==> config.mk <==
export PLATFORM = sky130hd
export DESIGN_NAME = dll_ack_nack_gen
export DESIGN_NICKNAME = d
export VERILOG_FILES = /design/src/rtl/dll_ack_nack_gen.sv
export SDC_FILE = /design/constraint.sdc
export NUM_CORES = 1
export LEC_CHECK = 0
export ABC_CLOCK_PERIOD_IN_PS = 2520
export BUFFER_PORTS_ARGS = -buffer_cell sky130_fd_sc_hd__clkbuf_2
export CORE_UTILIZATION = 51
export CTS_CLUSTER_DIAMETER = 80
export DETAILED_ROUTE_END_ITERATION = 10
export PLACE_DENSITY = 0.84
export SLEW_MARGIN = 20
export SYNTH_ARGS = -nofsm -noshare
export SYNTH_HDL_FRONTEND = slang
export SYNTH_SLANG_ARGS = --single-unit
==> constraint.sdc <==
create_clock -name clk -period 2.52 [get_ports clk]
set_clock_uncertainty 0.1 [all_clocks]
set_input_delay 0.378 -clock clk [delete_from_list [all_inputs] [get_ports clk]]
set_output_delay 0.378 -clock clk [all_outputs]
set_load 0.01 [all_outputs]
==> src/rtl/dll_ack_nack_gen.sv <==
// Receive-side data link layer Ack/Nak generator: classifies each incoming TLP
// by sequence number and CRC status, tracks NEXT_RCV_SEQ and schedules Ack/Nak DLLPs.
module dll_ack_nack_gen #(
    parameter int SEQ_W        = 12,
    parameter int ACK_COALESCE = 4,
    parameter int ACK_TIMEOUT  = 64
) (
    input  logic             clk,
    input  logic             reset,
    input  logic             tlp_valid,
    input  logic [SEQ_W-1:0] tlp_seq,
    input  logic             tlp_crc_ok,
    output logic             tlp_accept,
    output logic             tlp_drop,
    output logic             dllp_valid,
    input  logic             dllp_ready,
    output logic [2:0]       ack_nack,
    output logic [SEQ_W-1:0] seq,
    output logic [SEQ_W-1:0] next_rcv_seq
);

    localparam int CNT_W = $clog2(ACK_COALESCE + 1);
    localparam int TMR_W = $clog2(ACK_TIMEOUT + 1);
    localparam logic [CNT_W-1:0] COAL_MAX = CNT_W'(ACK_COALESCE);
    localparam logic [TMR_W-1:0] TMR_MAX  = TMR_W'(ACK_TIMEOUT);

    typedef enum logic [1:0] {
        IDLE     = 2'd0,
        SEND_NAK = 2'd1,
        SEND_ACK = 2'd2
    } state_t;

    state_t           state, state_n;

    logic             nak_scheduled, nak_scheduled_n;
    logic             nak_req, nak_req_n;
    logic             ack_req, ack_req_n;
    logic             ack_pending, ack_pending_n;
    logic [CNT_W-1:0] coal_cnt, coal_cnt_n;
    logic [TMR_W-1:0] timer, timer_n;
    logic [SEQ_W-1:0] next_rcv_seq_n;
    logic [SEQ_W-1:0] seq_q;
    logic             accept_p1, drop_p1;

    logic [SEQ_W-1:0] d;
    logic [SEQ_W-1:0] nrs_m1;
    logic             is_bad, is_good, is_dup, is_gap;
    logic             hs_ack, hs_nak, hs_any, covered;
    logic             ack_trig;

    function automatic logic [CNT_W-1:0] coal_sat_inc(input logic [CNT_W-1:0] c);
        return (c == COAL_MAX) ? c : c + 1'b1;
    endfunction

    function automatic logic [TMR_W-1:0] tmr_sat_inc(input logic [TMR_W-1:0] t);
        return (t == TMR_MAX) ? t : t + 1'b1;
    endfunction

    // Stage p0: classify the arriving TLP against the pre-update NEXT_RCV_SEQ
    always_comb begin
        d       = next_rcv_seq - tlp_seq;
        nrs_m1  = next_rcv_seq - 1'b1;
        is_bad  = tlp_valid && !tlp_crc_ok;
        is_good = tlp_valid && tlp_crc_ok && (d == '0);
        // 1 <= d <= 2^(SEQ_W-1): either MSB clear, or exactly the half-range value
        is_dup  = tlp_valid && tlp_crc_ok && (d != '0) &&
                  (!d[SEQ_W-1] || (d[SEQ_W-2:0] == '0));
        is_gap  = tlp_valid && tlp_crc_ok && !is_good && !is_dup;
    end

    always_comb begin
        hs_ack  = (state == SEND_ACK) && dllp_ready;
        hs_nak  = (state == SEND_NAK) && dllp_ready;
        hs_any  = hs_ack || hs_nak;
        // The DLLP only retires ack_pending if nothing was accepted after its seq was latched
        covered = (seq_q == nrs_m1);
        ack_trig = ack_req ||
                   (ack_pending && ((coal_cnt >= COAL_MAX) || (timer >= TMR_MAX)));
    end

    always_comb begin
        next_rcv_seq_n  = next_rcv_seq;
        nak_scheduled_n = nak_scheduled;
        nak_req_n       = nak_req;
        ack_req_n       = ack_req;
        ack_pending_n   = ack_pending;
        coal_cnt_n      = coal_cnt;
        timer_n         = timer;

        if (ack_pending)
            timer_n = tmr_sat_inc(timer);

        // Handshake clears first so that requests from a same-cycle TLP survive
        if (hs_nak)
            nak_req_n = 1'b0;
        if (hs_ack)
            ack_req_n = 1'b0;
        if (hs_any) begin
            coal_cnt_n = '0;
            timer_n    = '0;
            if (covered)
                ack_pending_n = 1'b0;
        end

        if (is_good) begin
            next_rcv_seq_n  = next_rcv_seq + 1'b1;
            nak_scheduled_n = 1'b0;
            ack_pending_n   = 1'b1;
            coal_cnt_n      = coal_sat_inc(coal_cnt_n);
        end
        if ((is_bad || is_gap) && !nak_scheduled) begin
            nak_scheduled_n = 1'b1;
            nak_req_n       = 1'b1;
        end
        if (is_dup)
            ack_req_n = 1'b1;
    end

    // Stage p1: tracking state and registered accept/drop pulses
    always_ff @(posedge clk) begin
        if (reset) begin
            next_rcv_seq  <= '0;
            nak_scheduled <= 1'b0;
            nak_req       <= 1'b0;
            ack_req       <= 1'b0;
            ack_pending   <= 1'b0;
            coal_cnt      <= '0;
            timer         <= '0;
            accept_p1     <= 1'b0;
            drop_p1       <= 1'b0;
            seq_q         <= '0;
        end else begin
            next_rcv_seq  <= next_rcv_seq_n;
            nak_scheduled <= nak_scheduled_n;
            nak_req       <= nak_req_n;
            ack_req       <= ack_req_n;
            ack_pending   <= ack_pending_n;
            coal_cnt      <= coal_cnt_n;
            timer         <= timer_n;
            accept_p1     <= is_good;
            drop_p1       <= is_bad || is_dup || is_gap;
            if ((state == IDLE) && (state_n != IDLE))
                seq_q <= nrs_m1;
        end
    end

    always_ff @(posedge clk) begin
        if (reset)
            state <= IDLE;
        else
            state <= state_n;
    end

    always_comb begin
        state_n = state;
        case (state)
            IDLE: begin
                if (nak_req)
                    state_n = SEND_NAK;
                else if (ack_trig)
                    state_n = SEND_ACK;
            end
            SEND_NAK: if (dllp_ready) state_n = IDLE;
            SEND_ACK: if (dllp_ready) state_n = IDLE;
            default:  state_n = IDLE;
        endcase
    end

    always_comb begin
        dllp_valid = 1'b0;
        ack_nack   = 3'b000;
        case (state)
            SEND_NAK: begin
                dllp_valid = 1'b1;
                ack_nack   = 3'b010;
            end
            SEND_ACK: begin
                dllp_valid = 1'b1;
                ack_nack   = 3'b001;
            end
            default: ;
        endcase
    end

    assign seq        = seq_q;
    assign tlp_accept = accept_p1;
    assign tlp_drop   = drop_p1;

endmodule

* After elaboration in Yosys (flattened, before gate mapping)
Cells that the tools add are included.
** Storage, ports and cells
- Memory bits (writable) :: 0
- Memories :: 0
- Output and inout bits :: 30
- Input bits :: 17
- Latch bits :: 0
- Register bits after elaboration :: 42
- Memory bits (read-only) :: 0
** Cells by class
- Div/mod/pow operators :: 0
- Bitwise gates (word level) :: 1
- Order comparisons :: 2
- Add/subtract/negate cells :: 5
- Eq/ne operators :: 5
- Multiply operators :: 0
- Reductions and logical operators :: 38
- Shift-type cells :: 0
- Mux-type cells :: 18
** Operators with widths (count)
- $add 12x1->12 const B :: 1
- $eq 12x12->1 :: 1
- $logic_and 1x1->1 :: 12
- $logic_not 12->1 :: 1
- $reduce_bool 12->1 :: 1
- $reduce_bool 2->1 :: 6
- $sub 12x1->12 const B :: 1
- $sub 12x12->12 :: 1
- $logic_not 11->1 :: 1
- $mux 1 :: 10
- $mux 3 :: 3
- $pmux 2 s2 :: 2
- $add 7x1->7 const B :: 1
- $eq 7x7->1 const B :: 1
- $ge 7x7->1 const B :: 1
- $logic_or 1x1->1 :: 7
- $mux 2 :: 3
- $logic_not 1->1 :: 5
- $reduce_and 2->1 :: 2
- $reduce_or 2->1 :: 2
- $add 3x1->3 const B :: 1
- $eq 3x3->1 const B :: 1
- $ge 3x3->1 const B :: 1
- $eq 2x1->1 const B :: 1
- other kinds (3) :: 3

* Logic depth before layout (Yosys ltp)
Gate-level depths: netlist of the first run.
- Depth in word-level cells :: 9
- Gate-level depth with buffers :: 13
- Mapped depth without buffers :: 10

* Least setup slack after synthesis of the first run
No wires, ideal clock.
- Path kind :: reg2reg
- Start :: register next_rcv_seq[5]
- End :: register next_rcv_seq[10]
- Slack :: -0.229 ns
- Required time :: 2.291 ns
- Clock period less this slack :: 2.749 ns
- Path buffers :: 2
- Cell stages (with the launch flop) :: 12
- Arrival time :: 2.519 ns
- Library setup time :: 0.129 ns
- Path through :: dfxtp_1 -> ha_1 -> a21o_1 -> a2111o_1 -> o22ai_2 -> nor3_1 -> and4bb_1 -> nand4_2 -> buf_6 -> buf_4 -> o31ai_1 -> a21oi_1
** Between the ends
- Longest elaborated chain between the ends :: 3
- Elaborated cells between the ends (all ways) :: 4
- Those cells by class :: add/sub: 2; reduce/logical: 2
** Ends and longest elaborated chain
- start, declared :: line 19 : output logic [SEQ_W-1:0] next_rcv_seq
- start signal, assigned :: line 133 : next_rcv_seq <= next_rcv_seq_n;
- $sub 12x12->12 :: line 61 : d = next_rcv_seq - tlp_seq;
- $logic_not 12->1 :: line 64 : is_good = tlp_valid && tlp_crc_ok && (d == '0);
- $logic_and 1x1->1 :: line 64
Parallel ways exist; a longest one is shown, timed or not.
A chain may end at the register's enable or synchronous reset.

* Worst setup path in the final report of the first run
- Start :: register next_rcv_seq[5]
- End :: register next_rcv_seq[9]
Same word-level chain as after synthesis.

==> metrics.txt, run 1 <==
Power Density=426 nW/um^2; 1st-pass router iterations=8; Critical Path RT=2.65 ns; Ports=47; Final #Nets=469; achievable frequency=0.368 GHz; Post-Route WL=7590 um; wire per inst=15.2 um; ANT cells=0; Tmin final=2.72 ns; Slew Limit Fails=0; TritonCTS buffer count=5; HPWL Detailed=4960 um; GR Overflow Total=0; violated checks=DRC, setup timing; EDFF count, synth=0; Critical-path top delay cell=dfxtp_4; final hold viol count=0; DRC=1; CTS clk-pin slew, worst paths=0.09 ns; vias in the first global route=2,762; Total Power=1.61 mW; status=complete, but fails checks; largest net degree at the start of global routing=36; DRT iter0 DRCs=159; clk sink count=42; die area=5900 um^2; Clock Tree Buf Depth=2; Max-Cap Viols=0; arrival time worst endpoint=2.85 ns; cell depth of the worst setup path=11; crit end category=flop; RSZ-0062 raised after global routing=true; sequential element share of the synthesized area=29.5%; crit path buf inv count=2; P_leak=1.73 nW; Clk Latency, worst-skew pair=0.30 ns; synthesized flop and latch total=42; Die H=76.8 um; Async SR Flop Fraction=0%; syn nets=389; initial antenna violation count=0; CTS tree=yes; setup violators final=14; worst min path class=in2reg; period utilisation layout=108%; via count=2,886; Main synth FF type=dfxtp_1; post-route ant nets=0; Horiz. Die Dim=76.8 um; largest fanout on the critical path=5; first-pass GRT wire length=12,600 um; crit path cell chain=ha_4, a21o_1, a2111o_1, o22ai_2, nor3_1, and4bb_2, nand4_4, buf_12, buf_16, or3_1, a21oi_2; Syn Std Cell Area=2850 um^2; R2R depth=11; worst hold slack=0.257 ns; Hold Path Stages=3; proportion of layout cells with a drive suffix above 1=32.1%; CTS Root Cell=clkbuf_8; fin worst setup slack=-0.199 ns; CP top delay family=simple AND/OR/NAND/NOR gates; Worst setup SP type=flop; Initial Util=54.5%; synthesis-to-finish area growth=32.0%; GRT Resource Usage Total=26.1%; Routability Congestion=0.918; Yosys cell types=50; Synth Instances=349; Buffers on Ports=45; syn_area_per_cell=8.18 um^2; Max IR drop VDD=0.000359 V; num rows=26; H-tree depth=2; core area=5240 um^2; YS warnings=0; critical path class=reg2reg; Avg Vias per Cell=5.77; slowest stage delay, CP=0.37 ns; cts hold-fix bufs=0
[what timing repair did]
item                                    CTS  global route
gates cloned                              2             0
pin swaps                                10            10
gates resized for setup                  16            22
endpoints found under the setup margin   14            18
setup buffers                             2             2
[report_power, final]
| part | total [mW] | leakage, nW | switching, mW | internal, mW |
|---|---|---|---|---|
| clock network | 0.447 | 0.0441 | 0.252 | 0.195 |
| logic | 0.386 | 1.34 | 0.212 | 0.173 |
| registers | 0.773 | 0.347 | 0.0544 | 0.719 |
| total | 1.61 | 1.73 | 0.519 | 1.09 |
[per-layer routing]
layer / share of wire, % / global-route usage, % / up-vias
li1: - / - / 1392
met1: 40 / 31.5 / 1358
met2: 52 / 46.5 / 118
met3: 6.4 / 4.52 / 18
met4: 2.0 / 8.27 / 0
met5: 0 / 0 / -
[cell type report]
cell class,count,area (um^2)
flip-flops and latches,42,855
well taps,70,87.6
inverters,24,92.6
multi-input cells,268,2010
clock buffers,5,68.8
clock inverters,3,21.3
fillers,379,1470
repair buffers,88,632
[synth_stat cells (9+ instances only)]
| library cell | count | share of area (%) |
|---|---|---|
| ha_1 | 23 | 10 |
| dfxtp_1 | 42 | 29 |
| xnor2_1 | 19 | 5.8 |
| o21ai_0 | 23 | 4.0 |
| inv_1 | 24 | 3.2 |
| or3_1 | 9 | 2.0 |
| nor2_1 | 33 | 4.3 |
| a21oi_1 | 18 | 3.2 |
| xor2_1 | 13 | 4.0 |
| nor3_1 | 14 | 2.5 |
| nand2_1 | 22 | 2.9 |
| a211oi_1 | 13 | 3.4 |
[stage by stage]
stage | setup slack, ns | instances | setup TNS, ns | instance area [um^2] | util (%)
2_1_floorplan | 0.00564 | 349 | 0 | 2940 | -
3_3_place_gp | -0.301 | 486 | -2.83 | 3410 | 65.2
3_5_place_dp | -0.333 | 486 | -3.30 | 3410 | 65.2
4_1_cts | -0.139 | 498 | -0.850 | 3660 | 69.9
5_1_grt | -0.271 | 500 | -3.18 | 3770 | 72.0
6_report | -0.199 | 500 | -1.95 | 3770 | 72.0
[cell usage in the layout (no fill, tap or decap), types with 4 or more instances in the layout]
cell      synthesis  routed
nand3b_1          5       5
nand2b_1          6       5
and2_1            6       6
o21a_1            5       5
buf_4             2      35
nand2_1          22      22
dfxtp_2           0       5
ha_1             23      14
nand4_1           6       6
inv_1            24      22
nor2_1           33      32
or3_1             9       9
or4_1             5       5
clkbuf_8          4       5
a211oi_1         13      13
dfxtp_1          42      35
nor4_1            5       4
clkbuf_2          0      45
o21ai_1           0       7
o21ai_0          23      16
nor3_1           14      14
xor2_1           13      13
a21oi_1          18      15
nand3_1           7       7
ha_4              0       8
xnor2_1          19      16
[final timing paths]
kind | slack [ns] | endpoint | from
setup / recovery | -0.20 | next_rcv_seq[9]$_SDFFE_PP0N_ | next_rcv_seq[5]$_SDFFE_PP0N_
hold / removal | 0.26 | ack_req$_SDFFE_PP0P_ | tlp_crc_ok
setup reg to reg | -0.20 | next_rcv_seq[9]$_SDFFE_PP0N_ | next_rcv_seq[5]$_SDFFE_PP0N_
hold reg to reg | 0.40 | nak_req$_SDFFE_PP0P_ | nak_req$_SDFFE_PP0P_
[flip-flops by register name (all words and copies together), names as in the netlist]
name and flops:
ack_req 1, nak_scheduled 1, timer 7, tlp_drop 1
next_rcv_seq 12, nak_req 1, state 2, coal_cnt 3
ack_pending 1, seq 12, tlp_accept 1
[tightest hold or removal path, cell delays in order]
cell and delay [ns]:
clkbuf_2 0.11, inv_1 0.07, o31ai_1 0.07
[cell families after synthesis]
group,synth area share (%)
and+or+nand+nor,23.6
AOI/OAI and AO/OA,18.2
DFF,29.5
buffers and inverters,7.58
xor gates and xnor gates,9.82
adders and majority gates,10.1
muxes,1.05
other,0.131
No activity file was read; power rests on OpenSTA's default activity.
==> run 2, diff against run 1 <==
- SKIP_CTS_REPAIR_TIMING: default -> 1
==> metrics.txt, run 2 (synthesis gave the netlist of run 1 again) <==
status=complete, but fails checks (unchanged); Ports=47 (unchanged); P_leak=1.68 nW (was 1.73 nW); clock network power share=27.5% (was 27.8%); Die H=76.8 um (unchanged); Clock Tree Buf Depth=2 (unchanged); setup violators final=14 (unchanged); Routability Congestion=0.918 (unchanged); DRT iter0 DRCs=158 (was 159); DRC=0 (was 1); multi-input gate area in the final layout=1960 um^2 (was 2010 um^2); Horiz. Die Dim=76.8 um (unchanged); commonest cells after routing, fill and taps aside=45 x clkbuf_2, 37 x dfxtp_1, 35 x buf_4, 33 x nor2_1, 22 x nand2_1 (was 45 x clkbuf_2, 35 x dfxtp_1, 35 x buf_4, 32 x nor2_1); power share of the combinational group=23.7% (was 24.0%); clk sink count=42 (unchanged); slowest stage delay, CP=0.47 ns (was 0.37 ns); cell area after layout=3610 um^2 (was 3770 um^2); arrival time worst endpoint=2.87 ns (was 2.85 ns); fin cells=495 (was 500); largest net degree at the start of global routing=36 (unchanged); 1st-pass router iterations=5 (was 8); post-route ant nets=0 (unchanged); Clk Latency, worst-skew pair=0.30 ns (about the same); H-tree depth=2 (unchanged); proportion of layout cells with a drive suffix above 1=29.6% (was 32.1%); Max IR drop VDD=0.000335 V (was 0.000359 V); Seq. cell area=850 um^2 (was 855 um^2); Net Sw Frac=31.7% (was 32.3%); Tmin final=2.80 ns (was 2.72 ns); worst min path class=in2reg (unchanged); GR Overflow Total=0 (unchanged); Avg Vias per Cell=5.60 (was 5.77); crit end category=flop (unchanged); largest fanout on the critical path=22 (was 5); vias in the first global route=2,583 (was 2,762); post-layout util=68.9% (was 72.0%); Worst setup SP type=flop (unchanged); Max-Cap Viols=0 (unchanged); core area=5240 um^2 (unchanged); achievable frequency=0.357 GHz (was 0.368 GHz); switching power=503 uW (was 519 uW); Slew Limit Fails=0 (unchanged); Post-Place Cells=486 (unchanged); final hold viol count=0 (unchanged); period utilisation layout=111% (was 108%); num rows=26 (unchanged); Buffers on Ports=45 (unchanged); TNS Setup=-1.23 ns (was -1.95 ns); Layout fillers=420 (was 379); CTS clk-pin slew, worst paths=0.08 ns (was 0.09 ns); GRT Resource Usage Total=23.4% (was 26.1%); HPWL Detailed=4960 um (unchanged); ANT cells=0 (unchanged); crit path cell chain=ha_4, nor2_1, a21oi_4, or4_1, o21ai_1, and4bb_1, nand4_2, buf_12, buf_4, o31ai_1, a21oi_2 (was ha_4, a21o_1, a2111o_1, o22ai_2, nor3_1, and4bb_2, nand4_4, buf_12, buf_16, or3_1, a21oi_2); Critical-path top delay cell=or4_1 (was dfxtp_4); critical path class=reg2reg (unchanged); Area after DPL=3410 um^2 (unchanged); Total Power=1.59 mW (was 1.61 mW); Initial Util=54.5% (unchanged); Reg power frac=48.8% (was 48.2%); Critical Path RT=2.59 ns (was 2.65 ns); RSZ-0062 raised after global routing=true (unchanged); violated checks=setup timing (was DRC, setup timing); Final #Nets=464 (was 469); TritonCTS buffer count=5 (unchanged); CTS Root Cell=clkbuf_8 (unchanged); Post-Route WL=6780 um (was 7590 um); Power Density=440 nW/um^2 (was 426 nW/um^2); via count=2,774 (was 2,886); die area=5900 um^2 (unchanged); fin worst setup slack=-0.279 ns (was -0.199 ns); wire per inst=13.7 um (was 15.2 um); cell-internal power=1.08 mW (was 1.09 mW); commonest non-fill, non-tap cell in the layout=clkbuf_2 (unchanged); first-pass GRT wire length=11,400 um (was 12,600 um); CTS tree=yes (unchanged); synthesis-to-finish area growth=26.5% (was 32.0%); initial antenna violation count=0 (unchanged)
[run 2: cell types whose count changed in the layout (fill, tap and decap cells not counted), moves of 2 or more]
cell,delta
ha_1,+3
ha_4,-3
buf_16,-2
dfxtp_1,+2
nor4_2,+2
o21ai_0,+2
o21ai_1,-2
xnor2_2,-2
[run 2: power groups by stage]
| stage | clock, mW | sequential [mW] | combinational (mW) |
|---|---|---|---|
| final | 0.436 | 0.774 | 0.377 |
| after CTS | 0.451 | 0.775 | 0.372 |
| after global routing | 0.475 | 0.783 | 0.421 |
| after floorplan | 0 | 0.805 | 0.231 |
| after global placement | 0 | 0.789 | 0.357 |
| after detailed placement | 0 | 0.791 | 0.369 |
[run 2: layer usage]
metal | share of wire (%) | global-route usage [%]
met1 | 42 | 28.5
met2 | 51 | 41.6
met3 | 5.8 | 4.40
met4 | 0.90 | 6.73
met5 | 0 | 0
[run 2: cell type report]
| type | instances | area share, % |
|---|---|---|
| Sequential cell | 42 | 23.5 |
| Clock buffer | 5 | 1.91 |
| Inverter | 24 | 2.56 |
| Multi-Input combinational cell | 268 | 54.3 |
| Clock inverter | 3 | 0.589 |
| Timing Repair Buffer | 83 | 14.7 |
| Tap cell | 70 | 2.43 |
[run 2: per-stage QoR]
| step | setup slack (ns) | hold WS, ns |
|---|---|---|
| after floorplan | 0.00564 | 0.356 |
| after global placement | -0.301 | 0.382 |
| after detailed placement | -0.333 | 0.381 |
| after CTS | -0.169 | 0.254 |
| after global routing | -0.391 | 0.275 |
| final | -0.279 | 0.267 |
[run 2: worst paths after layout]
check / startpoint / to / slack [ns] / depth (start not counted)
worst max register to register: next_rcv_seq[2]$_SDFFE_PP0N_ / next_rcv_seq[5]$_SDFFE_PP0N_ / -0.28 / 11
worst min-delay path: tlp_crc_ok / ack_req$_SDFFE_PP0P_ / 0.27 / 3
worst min register to register: nak_req$_SDFFE_PP0P_ / nak_req$_SDFFE_PP0P_ / 0.40 / 2
worst max-delay path: next_rcv_seq[2]$_SDFFE_PP0N_ / next_rcv_seq[5]$_SDFFE_PP0N_ / -0.28 / 11
[run 2: critical path: cells and delay by family (launching register included)]
kind | cells | cell delay [ns]
buffers and inverters | 2 | 0.33
adder cells (fa/ha/maj) | 1 | 0.17
AND/OR/NAND/NOR | 4 | 1.05
AO/OA/AOI/OAI | 4 | 0.68
flip-flops | 1 | 0.34
